==> src/rtl/multicycle_sequencer_pkg.sv <==
// Shared types and encodings for the multi-cycle instruction sequencer.
package multicycle_sequencer_pkg;

  // Sequencer states
  typedef enum logic [2:0] {
    S_IDLE   = 3'd0,
    S_FETCH  = 3'd1,
    S_DECODE = 3'd2,
    S_EXEC   = 3'd3,
    S_MEM    = 3'd4,
    S_WB     = 3'd5
  } state_t;

  // Opcode map (IR[15:12])
  localparam logic [3:0] OP_ADD  = 4'h0;
  localparam logic [3:0] OP_ADDI = 4'h1;
  localparam logic [3:0] OP_AND  = 4'h2;
  localparam logic [3:0] OP_ANDI = 4'h3;
  localparam logic [3:0] OP_OR   = 4'h4;
  localparam logic [3:0] OP_ORI  = 4'h5;
  localparam logic [3:0] OP_XOR  = 4'h6;
  localparam logic [3:0] OP_XORI = 4'h7;
  localparam logic [3:0] OP_JMP  = 4'h8;
  localparam logic [3:0] OP_LD   = 4'h9;
  localparam logic [3:0] OP_ST   = 4'hA;
  localparam logic [3:0] OP_BEQ  = 4'hB;
  localparam logic [3:0] OP_BLT  = 4'hC;
  localparam logic [3:0] OP_BGT  = 4'hD;
  localparam logic [3:0] OP_BLE  = 4'hE;
  localparam logic [3:0] OP_BGE  = 4'hF;

  // PC source select
  localparam logic [1:0] PC_SRC_INC    = 2'b00;
  localparam logic [1:0] PC_SRC_JUMP   = 2'b01;
  localparam logic [1:0] PC_SRC_BRANCH = 2'b10;

  // ALU operation select
  localparam logic [1:0] ALU_ADD = 2'b00;
  localparam logic [1:0] ALU_AND = 2'b01;
  localparam logic [1:0] ALU_OR  = 2'b10;
  localparam logic [1:0] ALU_XOR = 2'b11;

  // Memory address source
  localparam logic ADDR_PC  = 1'b0;
  localparam logic ADDR_ALU = 1'b1;

  // Opcodes 0..7 are register/immediate ALU operations
  function automatic logic is_alu_op(input logic [3:0] op);
    return ~op[3];
  endfunction

  // Loads and stores take the extra MEM state
  function automatic logic is_mem_op(input logic [3:0] op);
    return (op == OP_LD) || (op == OP_ST);
  endfunction

endpackage

==> src/rtl/multicycle_sequencer_if.sv <==
// Control bus between the sequencer and the datapath it steers.
// master = sequencer, slave = datapath / memory side.
interface multicycle_sequencer_if #(
  parameter int RET_W = 16
);

  // Datapath status into the sequencer
  logic             run;
  logic [3:0]       opcode;
  logic             greater;
  logic             less;
  logic             equal;
  logic             mem_ready;

  // Control strobes and selects out of the sequencer
  logic             pc_we;
  logic [1:0]       pc_src;
  logic             ir_we;
  logic             reg_write;
  logic             imm_sel;
  logic [1:0]       alu_ctrl;
  logic             mem_load;
  logic             mem_store;
  logic             addr_sel;
  logic             busy;
  logic             mem_err;
  logic [RET_W-1:0] retired;

  modport master (
    input  run, opcode, greater, less, equal, mem_ready,
    output pc_we, pc_src, ir_we, reg_write, imm_sel, alu_ctrl,
           mem_load, mem_store, addr_sel, busy, mem_err, retired
  );

  modport slave (
    output run, opcode, greater, less, equal, mem_ready,
    input  pc_we, pc_src, ir_we, reg_write, imm_sel, alu_ctrl,
           mem_load, mem_store, addr_sel, busy, mem_err, retired
  );

endinterface

==> src/rtl/multicycle_sequencer_branch_resolver.sv <==
// Decides whether a conditional branch opcode is taken from the ALU compare flags.
module multicycle_sequencer_branch_resolver
  import multicycle_sequencer_pkg::*;
(
  input  logic [3:0] opcode,
  input  logic       equal,
  input  logic       less,
  input  logic       greater,
  output logic       taken
);

  // Map each branch opcode to its flag condition; non-branches are never taken
  always_comb begin
    taken = 1'b0;
    case (opcode)
      OP_BEQ:  taken = equal;
      OP_BLT:  taken = less;
      OP_BGT:  taken = greater;
      OP_BLE:  taken = equal | less;
      OP_BGE:  taken = equal | greater;
      default: taken = 1'b0;
    endcase
  end

endmodule

==> src/rtl/multicycle_sequencer.sv <==
// Multi-cycle FETCH/DECODE/EXEC/MEM/WB sequencer for the 16-opcode datapath.
// Holds each memory request until mem_ready, aborting to IDLE with a sticky
// error if the memory stays silent for MEM_TIMEOUT request cycles.
module multicycle_sequencer
  import multicycle_sequencer_pkg::*;
#(
  parameter int MEM_TIMEOUT = 16,
  parameter int RET_W       = 16
) (
  input  logic                   clock,
  input  logic                   rst_n,
  multicycle_sequencer_if.master bus
);

  // The counter only has to reach MEM_TIMEOUT-1: the cycle that would make
  // it MEM_TIMEOUT is the abort cycle itself.
  localparam int                WAIT_W    = (MEM_TIMEOUT > 2) ? $clog2(MEM_TIMEOUT) : 1;
  localparam logic [WAIT_W-1:0] WAIT_LAST = WAIT_W'(MEM_TIMEOUT - 1);

  state_t            state_q;
  state_t            state_d;
  logic [3:0]        opcode_q;
  logic [WAIT_W-1:0] wait_q;
  logic              mem_err_q;
  logic [RET_W-1:0]  retired_q;

  logic              in_access;
  logic              wait_last;
  logic              abort;
  logic              instr_end;
  logic              taken;

  assign in_access = (state_q == S_FETCH) || (state_q == S_MEM);
  assign wait_last = (wait_q == WAIT_LAST);

  multicycle_sequencer_branch_resolver u_branch (
    .opcode  (opcode_q),
    .equal   (bus.equal),
    .less    (bus.less),
    .greater (bus.greater),
    .taken   (taken)
  );

  // State register
  always_ff @(posedge clock) begin
    if (!rst_n) begin
      state_q <= S_IDLE;
    end else begin
      state_q <= state_d;
    end
  end

  // Next-state logic; also flags instruction completion and timeout abort
  always_comb begin
    state_d   = state_q;
    instr_end = 1'b0;
    abort     = 1'b0;
    case (state_q)
      S_IDLE: begin
        if (bus.run && !mem_err_q) state_d = S_FETCH;
      end
      S_FETCH: begin
        if (bus.mem_ready) begin
          state_d = S_DECODE;
        end else if (wait_last) begin
          abort   = 1'b1;
          state_d = S_IDLE;
        end
      end
      S_DECODE: begin
        state_d = S_EXEC;
      end
      S_EXEC: begin
        if (is_alu_op(opcode_q)) begin
          state_d = S_WB;
        end else if (is_mem_op(opcode_q)) begin
          state_d = S_MEM;
        end else begin
          instr_end = 1'b1;
        end
      end
      S_MEM: begin
        if (bus.mem_ready) begin
          if (opcode_q == OP_LD) state_d = S_WB;
          else                   instr_end = 1'b1;
        end else if (wait_last) begin
          abort   = 1'b1;
          state_d = S_IDLE;
        end
      end
      S_WB: begin
        instr_end = 1'b1;
      end
      default: begin
        state_d = S_IDLE;
      end
    endcase
    // run is only looked at on an instruction boundary
    if (instr_end) state_d = bus.run ? S_FETCH : S_IDLE;
  end

  // Opcode latch, memory wait counter, sticky error and retire counter
  always_ff @(posedge clock) begin
    if (!rst_n) begin
      opcode_q  <= 4'h0;
      wait_q    <= '0;
      mem_err_q <= 1'b0;
      retired_q <= '0;
    end else begin
      if (state_q == S_DECODE) opcode_q <= bus.opcode;
      if (in_access && !bus.mem_ready && !abort) wait_q <= wait_q + 1'b1;
      else                                       wait_q <= '0;
      if (abort)     mem_err_q <= 1'b1;
      if (instr_end) retired_q <= retired_q + 1'b1;
    end
  end

  // Control outputs from registered state and latched opcode; mem_ready only
  // gates the single-cycle completion strobes (IR load, store-completion PC)
  always_comb begin
    bus.pc_we     = 1'b0;
    bus.pc_src    = PC_SRC_INC;
    bus.ir_we     = 1'b0;
    bus.reg_write = 1'b0;
    bus.imm_sel   = 1'b0;
    bus.alu_ctrl  = ALU_ADD;
    bus.mem_load  = 1'b0;
    bus.mem_store = 1'b0;
    bus.addr_sel  = ADDR_PC;
    case (state_q)
      S_FETCH: begin
        bus.mem_load = 1'b1;
        bus.addr_sel = ADDR_PC;
        bus.ir_we    = bus.mem_ready;
      end
      S_EXEC: begin
        if (is_alu_op(opcode_q)) begin
          bus.alu_ctrl = opcode_q[2:1];
          bus.imm_sel  = opcode_q[0];
        end else if (opcode_q == OP_JMP) begin
          bus.pc_we  = 1'b1;
          bus.pc_src = PC_SRC_JUMP;
        end else if (is_mem_op(opcode_q)) begin
          // Effective address = base register + immediate
          bus.alu_ctrl = ALU_ADD;
          bus.imm_sel  = 1'b1;
        end else begin
          bus.pc_we  = 1'b1;
          bus.pc_src = taken ? PC_SRC_BRANCH : PC_SRC_INC;
        end
      end
      S_MEM: begin
        bus.addr_sel = ADDR_ALU;
        if (opcode_q == OP_LD) begin
          bus.mem_load = 1'b1;
        end else begin
          bus.mem_store = 1'b1;
          // A store finishes in MEM, so the PC advances on the accepting cycle
          bus.pc_we     = bus.mem_ready;
          bus.pc_src    = PC_SRC_INC;
        end
      end
      S_WB: begin
        bus.reg_write = 1'b1;
        bus.pc_we     = 1'b1;
        bus.pc_src    = PC_SRC_INC;
      end
      default: begin
      end
    endcase
  end

  assign bus.busy    = (state_q != S_IDLE);
  assign bus.mem_err = mem_err_q;
  assign bus.retired = retired_q;

endmodule

==> src/flat_wrapper.sv <==
// flat-port wrapper written by rule: the top's interface ports become plain ports
module multicycle_sequencer_flat import multicycle_sequencer_pkg::*;
#(
  parameter int MEM_TIMEOUT = 16,
  parameter int RET_W       = 16
)
  (clock, rst_n, bus_run, bus_opcode, bus_greater, bus_less, bus_equal, bus_mem_ready, bus_pc_we, bus_pc_src, bus_ir_we, bus_reg_write, bus_imm_sel, bus_alu_ctrl, bus_mem_load, bus_mem_store, bus_addr_sel, bus_busy, bus_mem_err, bus_retired);
  multicycle_sequencer_if #(.RET_W(RET_W)) bus_i ();
  input  logic clock;
  input  logic rst_n;
  input wire logic [$bits(bus_i.run)-1:0] bus_run;
  input wire logic [$bits(bus_i.opcode)-1:0] bus_opcode;
  input wire logic [$bits(bus_i.greater)-1:0] bus_greater;
  input wire logic [$bits(bus_i.less)-1:0] bus_less;
  input wire logic [$bits(bus_i.equal)-1:0] bus_equal;
  input wire logic [$bits(bus_i.mem_ready)-1:0] bus_mem_ready;
  output wire logic [$bits(bus_i.pc_we)-1:0] bus_pc_we;
  output wire logic [$bits(bus_i.pc_src)-1:0] bus_pc_src;
  output wire logic [$bits(bus_i.ir_we)-1:0] bus_ir_we;
  output wire logic [$bits(bus_i.reg_write)-1:0] bus_reg_write;
  output wire logic [$bits(bus_i.imm_sel)-1:0] bus_imm_sel;
  output wire logic [$bits(bus_i.alu_ctrl)-1:0] bus_alu_ctrl;
  output wire logic [$bits(bus_i.mem_load)-1:0] bus_mem_load;
  output wire logic [$bits(bus_i.mem_store)-1:0] bus_mem_store;
  output wire logic [$bits(bus_i.addr_sel)-1:0] bus_addr_sel;
  output wire logic [$bits(bus_i.busy)-1:0] bus_busy;
  output wire logic [$bits(bus_i.mem_err)-1:0] bus_mem_err;
  output wire logic [$bits(bus_i.retired)-1:0] bus_retired;
  assign bus_i.run = bus_run;
  assign bus_i.opcode = bus_opcode;
  assign bus_i.greater = bus_greater;
  assign bus_i.less = bus_less;
  assign bus_i.equal = bus_equal;
  assign bus_i.mem_ready = bus_mem_ready;
  assign bus_pc_we = bus_i.pc_we;
  assign bus_pc_src = bus_i.pc_src;
  assign bus_ir_we = bus_i.ir_we;
  assign bus_reg_write = bus_i.reg_write;
  assign bus_imm_sel = bus_i.imm_sel;
  assign bus_alu_ctrl = bus_i.alu_ctrl;
  assign bus_mem_load = bus_i.mem_load;
  assign bus_mem_store = bus_i.mem_store;
  assign bus_addr_sel = bus_i.addr_sel;
  assign bus_busy = bus_i.busy;
  assign bus_mem_err = bus_i.mem_err;
  assign bus_retired = bus_i.retired;
  multicycle_sequencer #(.MEM_TIMEOUT(MEM_TIMEOUT), .RET_W(RET_W)) u_core (.clock(clock), .rst_n(rst_n), .bus(bus_i));
endmodule
==> config.mk <==
export PLATFORM = sky130hd
export DESIGN_NAME = multicycle_sequencer_flat
export DESIGN_NICKNAME = d
export VERILOG_FILES = /design/src/rtl/multicycle_sequencer_pkg.sv /design/src/rtl/multicycle_sequencer_if.sv /design/src/rtl/multicycle_sequencer_branch_resolver.sv /design/src/rtl/multicycle_sequencer.sv /design/src/flat_wrapper.sv
export SDC_FILE = /design/constraint.sdc
export NUM_CORES = 1
export LEC_CHECK = 0
export ABC_AREA = 1
export BUFFER_PORTS_ARGS = -buffer_cell sky130_fd_sc_hd__buf_2
export CORE_MARGIN = 4
export CORE_UTILIZATION = 44
export DETAILED_ROUTE_END_ITERATION = 10
export HOLD_SLACK_MARGIN = 0.02
export PLACE_DENSITY = 0.78
export REMOVE_ABC_BUFFERS = 1
export SETUP_SLACK_MARGIN = 0.4
export SYNTH_ARGS = -nofsm -noshare
export SYNTH_HDL_FRONTEND = slang
export SYNTH_HIERARCHICAL = 1
export SYNTH_SLANG_ARGS = --single-unit
==> constraint.sdc <==
create_clock -name clock -period 4.02 [get_ports clock]
set_clock_uncertainty 0.05 [all_clocks]
set_input_delay 0.201 -clock clock [delete_from_list [all_inputs] [get_ports clock]]
set_output_delay 0.201 -clock clock [all_outputs]
set_load 0.02 [all_outputs]
==> impl_metrics.yaml, run 1 <==
flow_run:
  cap_violations: 0
die:
  die-area_um2: 4820
  die_w_um: 69.5
  initial_core_util_pct: 45.4
  die_h_um: 69.5
  pin_count: 40
  num_rows: 22
  coreArea_um2: 3660
critical_path:
  endpoint_kind: "primary output"
  critPathMaxFanout: 27
  worstPathRequired_ps: 3770
  worstSetupPathType: "reg -> out"
  r2r_start: "u_core/opcode_q[3]$_SDFFE_PN0P_"
  reg2reg_slack_ps: 2310
  worst_setup_path_start_kind: "flop"
  r2r_end: "u_core/bus.retired[4]$_SDFFE_PN0P_"
  rr_worst_depth: 9
  cp_data_arrival_time_ps: 1770
synthesis:
  synth.distinct_cells: 31
  netlist_area_um2: 1660
  synth_cells: 246
  synth_area_per_cell_um2: 6.75
  ys_seq_elements: 28
  ys_seq_area_share_pct: 33.7
  synth_warnings: 6
clock_network:
  cts_resized: 0
  holdBufCountCts: 0
  post_cts_buffers: 0
  cts_sinks: 28
  path_clk_slew_ps: 100
  clock_latency_ps: 270
  clockRootBuffer: "clkbuf_8"
  clockBufferDepth: 2
  htreeDepth: 1
  cts_tree: "built"
  numCtsBuffers: 3
route:
  drt-pass1-iter-count: 4
  ant_nets: 0
  wl_per_cell_um: 11.5
  dr_total_vias: 1690
  totalWireLength_mm: 3.82
  route.detailed.drc: 0
  routed_via_density: 5.08
  drt_iter0_drc: 180
grt:
  grt_overflow: 0
  grt_max_degree: 28
  grt_use_total_pct: 15.5
  antenna_found_initial: 0
  grt_pass1_wl_mm: 6.39
  grt_pass1_vias: 1464
min_path:
  holdCritPathClass: "in -> reg"
  worstHoldEndpoint: "u_core/opcode_q[2]$_SDFFE_PN0P_"
  hold-path-cell-count: 3
  worstHoldStart: "bus_opcode[2]"
final_layout:
  area_delta_synth_final_pct: 16.0
  layout_common_cells: "59 x nand2_1, 43 x nor2_1, 39 x buf_2"
  diodes: 0
  fin_util_pct: 52.7
  stdcell_area_um2: 1930
  fillers: 367
  regArea_um2: 561
  post_route_cells_drive_above_1_share_pct: 23.5
  final_common_cell: "nand2_1"
  fin_nets: 299
  multi_input_area_um2: 963
pwr:
  powerDensity_nw_per_um2: 277
  p_total_w: 0.000533
  vdd_drop_max_mv: 0.160
  leakage_nw: 0.830
timing:
  fin_setup_tns_ps: 0
  setup_ws_ps: 2000
  tightest_slew_ps: 529
  relSlewSlack_pct: 64.7
  hold_viol: 0
  period_needed_ps: 2020
  fin_crit_sh_pct: 50.4
  fmax_ghz: 0.494
  setup_viol: 0
  maxSlewViolCount: 0
  rsz0062_at_grt: "no"
placed_design:
  place.gp.congestion: 0.893
  place_area_um2: 1870
  io_buffers: 39
  place_ws_ps: 2320
  hpwl_mm: 2.87
outcome:
  status: "finished, final reports clean"
## worst max-delay path: stages, from the launching register on
cell and delay [ps]:
dfxtp_1 400, inv_2 110, nor2_2 140, nand3_2 110, nand2_4 140, nand3_4 310
buf_2 280
## Yosys cell counts, drive strengths merged
master,number,share of area [%]
clkbuf,1,0.23
nand4,3,1.1
nor3,5,1.5
o211ai,1,0.45
o21ai,7,2.3
dfxtp,28,34
xnor2,1,0.53
and2,1,0.38
nor4,1,0.38
nand3b,1,0.45
xor2,3,1.6
a211oi,1,0.75
nand2,64,16
nor2,46,11
nand3,31,12
o31ai,1,0.45
buf,3,2.4
a21oi,21,8.1
inv,25,5.6
ha,2,1.5
## how the worst max path moves through the flow
stage	from	to	cells after the start
2_1_floorplan	u_core/state_q[1]$_SDFFE_PN0P_	u_core/bus.retired[4]$_SDFFE_PN0P_	8
3_3_place_gp	u_core/opcode_q[0]$_SDFFE_PN0P_	bus_pc_we	6
3_5_place_dp	u_core/opcode_q[3]$_SDFFE_PN0P_	bus_pc_we	6
4_1_cts	u_core/opcode_q[3]$_SDFFE_PN0P_	bus_pc_we	6
5_1_grt	u_core/opcode_q[0]$_SDFFE_PN0P_	bus_pc_we	6
6_report	u_core/opcode_q[3]$_SDFFE_PN0P_	bus_pc_we	6
## layer usage
metal  track usage (%)  wire length, µm  up-vias
li1                  -                -      875
met1              21.2             1780      753
met2              24.8             1760       60
met3              2.61              250        2
met4              4.56               27        0
met5                 0                0        -
## report_power, final
part / total, W / internal [W] / switching (W) / leakage, nW
Sequential: 0.000293 / 0.000284 / 0.00000953 / 0.226
Combinational: 0.0000644 / 0.0000209 / 0.0000435 / 0.575
Clock: 0.000176 / 0.0000877 / 0.0000881 / 0.0288
Total: 0.000533 / 0.000392 / 0.000141 / 0.830
## metrics by stage
stage                     std cells  hold WS, ps
after floorplan                 242          271
after global placement          329          384
after detailed placement        329          392
after CTS                       333          132
after global routing            333          142
final                           333          136
## area by class of cell
cell class / count / share of cell area [%]
clock buffers: 4 / 2.86
inverters: 25 / 4.87
multi-input cells: 189 / 50.0
flip-flops and latches: 28 / 29.1
well taps: 48 / 3.11
repair buffers: 39 / 10.1
## flip-flops by register name (all words and copies together) (netlist names)
signal	cells
u_core/bus.mem_err	1
u_core/state_q	3
u_core/bus.retired	16
u_core/opcode_q	4
u_core/wait_q	4
## kinds of logic (layout without fill, tap and decap cells)
logic type	Yosys count	after routing	synth area share, %
buffers and inverters	29	68	8.28
and+or+nand+nor	152	152	42.2
xor gates and xnor gates	4	4	2.11
AOI/OAI and AO/OA	31	31	12.1
adders and majority gates	2	2	1.51
DFF	28	28	33.7
Note: power is estimated with default switching activity, not from simulation.
==> inputs of run 2 (changes only) <==
Settings changed: ABC_AREA 1 to 0, PLACE_DENSITY 0.78 to 0.77.
Clock period 4.02 ns to 1.9 ns, I/O delays scaled along.
==> run 2 against run 1 <==
Against the previous run: critical path depth is 1 lower; critical path type is now reg -> reg; largest power group unchanged; cell count is 2.1% lower; synthesized cell count is 17% lower; die area is 2.5% higher; hold slack worse by 74 ps; setup slack worse by 1800 ps; via count is 12% higher; critical endpoint is now u_core/state_q[1]$_SDFFE_PN0P_; highest routed layer unchanged; clock power grew to 2.7 times the previous value; non-clock buffer count is 41 higher; combinational power grew to 8.4 times the previous value.
==> impl_metrics.yaml, run 2 <==
outcome:
  status: "finished, final reports clean"
placed_design:
  place.gp.congestion: 0.838
  place_ws_ps: 167
  io_buffers: 39
  hpwl_mm: 2.81
  place_area_um2: 1980
  dp.cells: 289
synthesis:
  dominantRegCellSynth: "dfxtp_1"
  synth.distinct_cells: 46
  synth-adder-area-share_pct: 1.46
  synth_commonest_cells: "28 x dfxtp_1, 24 x nand2_1, 20 x nand2b_1"
  synth-simple-area-share_pct: 32.0
  synth_warnings: 6
  synth_edf_count: 0
  netlist_area_um2: 1710
  synthMuxAreaShare_pct: 8.20
  yosysMostFrequentCell: "dfxtp_1"
  synth_compound_area_share_pct: 19.8
  ys_seq_area_share_pct: 32.8
  ys_seq_elements: 28
  synth_xor_area_share_pct: 1.54
  netlist_top_cells_area: "dfxtp_1 33%, mux2i_1 8.2%, nand2b_1 7.3%"
  synth_area_leader_cell: "dfxtp_1"
  async_flop_share_pct: 0
  synth.top_cell.area_share_pct: 32.8
  synth_area_per_cell_um2: 8.38
  synth_top_family_by_area: "simple AND/OR/NAND/NOR gates"
  synth_cells: 204
timing:
  relSlewSlack_pct: 66.8
  setup_viol: 0
  rsz0062_at_grt: "yes"
  fin_crit_sh_pct: 88.7
  hold_viol: 0
  period_needed_ps: 1690
  fin_setup_tns_ps: 0
  fmax_ghz: 0.593
  maxSlewViolCount: 0
  tightest_slew_ps: 498
  setup_ws_ps: 215
pwr:
  leakage_nw: 1.03
  vdd_drop_max_mv: 0.434
  p_sw_w: 0.000516
  power.share.clock_pct: 28.3
  p_sw_share_pct: 30.9
  p_int_w: 0.00116
  p_comb_share_pct: 32.2
  powerDensity_nw_per_um2: 646
  pwr-share-seq_pct: 39.5
critical_path:
  worstPathRequired_ps: 2010
  cp_data_arrival_time_ps: 1800
  critPathMaxFanout: 4
  worst_setup_path_start_kind: "flop"
  crit_slowest_cell: "a2111oi_2"
  slowest_delay_ps: 360
  worst-path-buf-inv: 0
  worstSetupPathType: "reg -> reg"
  endpoint_kind: "flop"
  path_cells: "ha_4 > and4b_2 > o31ai_1 > nand2b_1 > a2111oi_2"
  critical-path-top-delay-family: "compound AO/OA/AOI/OAI gates"
grt:
  grt_pass1_vias: 1688
  grt_overflow: 0
  antenna_found_initial: 0
  grt_max_degree: 30
  grt_use_total_pct: 18.7
  grt_pass1_wl_mm: 7.73
clock_network:
  htreeDepth: 1
  cts_sinks: 28
  cts_tree: "built"
  clockRootBuffer: "clkbuf_8"
  path_clk_slew_ps: 100
  numCtsBuffers: 3
  clock_latency_ps: 270
  clockBufferDepth: 2
final_layout:
  fin_nets: 292
  diodes: 0
  stdcell_area_um2: 2590
  post_route_cells_drive_above_1_share_pct: 47.5
  area_delta_synth_final_pct: 51.4
  final_common_cell: "buf_2"
  finalNonFillerCells: 326
  largest_reg_flops: 16
  fin_util_pct: 69.6
  layout_common_cells: "33 x buf_2, 32 x buf_4, 23 x nand2_1"
route:
  routed_via_density: 5.79
  wl_per_cell_um: 17.5
  dr_total_vias: 1887
  drt-pass1-iter-count: 4
  drt_iter0_drc: 122
  route.detailed.drc: 0
  totalWireLength_mm: 5.70
  ant_nets: 0
flow_run:
  cap_violations: 0
die:
  num_rows: 22
  initial_core_util_pct: 46.0
  coreArea_um2: 3720
  die_w_um: 70.3
  die-area_um2: 4950
  pin_count: 40
  die_h_um: 70.3
min_path:
  holdCritPathClass: "in -> reg"
run 2: cell types whose count changed in the layout (fill, tap and decap cells not counted), moves of 11 or more:
cell,previous run,this run
buf_4,0,32
nand3_1,26,10
inv_1,24,2
mux2i_1,0,14
nand2_1,59,23
nor2_1,43,7
dfxtp_1,28,17
nand2b_1,0,19
run 2: metrics by stage:
step / hold slack [ps] / power [W]
finish: 62.0 / 0.00167
global route: 68.0 / 0.00174
CTS: 58.8 / 0.00155
detailed placement: 294 / 0.000993
global placement: 296 / 0.000991
floorplan: 181 / 0.000866
run 2: per-layer routing:
layer  track usage [%]  wire [µm]
met1              23.7       2310
met2              31.0       2840
met3              2.73        343
met4              8.72        208
met5                 0          0
run 2: path summary, 6_finish.rpt:
path | startpoint | end | slack [ps] | depth (start not counted)
worst min register to register | u_core/bus.retired[15]$_SDFFE_PN0P_ | u_core/bus.retired[15]$_SDFFE_PN0P_ | 420 | 2
worst max-delay path | u_core/wait_q[0]$_SDFF_PN0_ | u_core/state_q[1]$_SDFFE_PN0P_ | 210 | 5
worst min-delay path | bus_run | u_core/state_q[0]$_SDFFE_PN0P_ | 60 | 3
worst max register to register | u_core/wait_q[0]$_SDFF_PN0_ | u_core/state_q[1]$_SDFFE_PN0P_ | 210 | 5
run 2: logic make-up (layout without fill, tap and decap cells):
logic type                 Yosys count  in the layout
and+or+nand+nor                     94             94
AOI/OAI and AO/OA                   49             50
DFF                                 28             28
muxes                               14             14
buffers and inverters               14             87
xor gates and xnor gates             3              3
adders and majority gates            2              2
run 2: area by class of cell:
| type | instances | area, µm² |
|---|---|---|
| fill | 274 | 1130 |
| tap | 48 | 60.1 |
| multi-input combinational | 163 | 1280 |
| inverter | 3 | 11.3 |
| timing repair buffer | 80 | 578 |
| sequential | 28 | 589 |
| clock buffer | 3 | 41.3 |
| clock inverter | 1 | 30.0 |
run 2: power groups by stage:
stage / clock (W) / sequential (W) / combinational (W)
global route: 0.000504 / 0.000663 / 0.000568
CTS: 0.000477 / 0.000662 / 0.000414
finish: 0.000474 / 0.000660 / 0.000539
global placement: 0 / 0.000668 / 0.000323
detailed placement: 0 / 0.000668 / 0.000326
floorplan: 0 / 0.000673 / 0.000193
run 2: worst reg2reg max path, delay by kind of cell, from the launching register on:
family	cells	cell delay [ps]
flip-flops	1	350
AO/OA/AOI/OAI	2	650
adder cells (fa/ha/maj)	1	150
AND/OR/NAND/NOR	2	360
run 2: repair_timing:
item / 4_1_cts / 5_1_grt
cloned: 0 / 1
pin swaps: 12 / 10
gates resized for setup: 36 / 43
hold endpoints to repair: 4 / 0
hold buffers: 4 / 0
buffers inserted: 19 / 9
endpoints found under the setup margin: 29 / 29
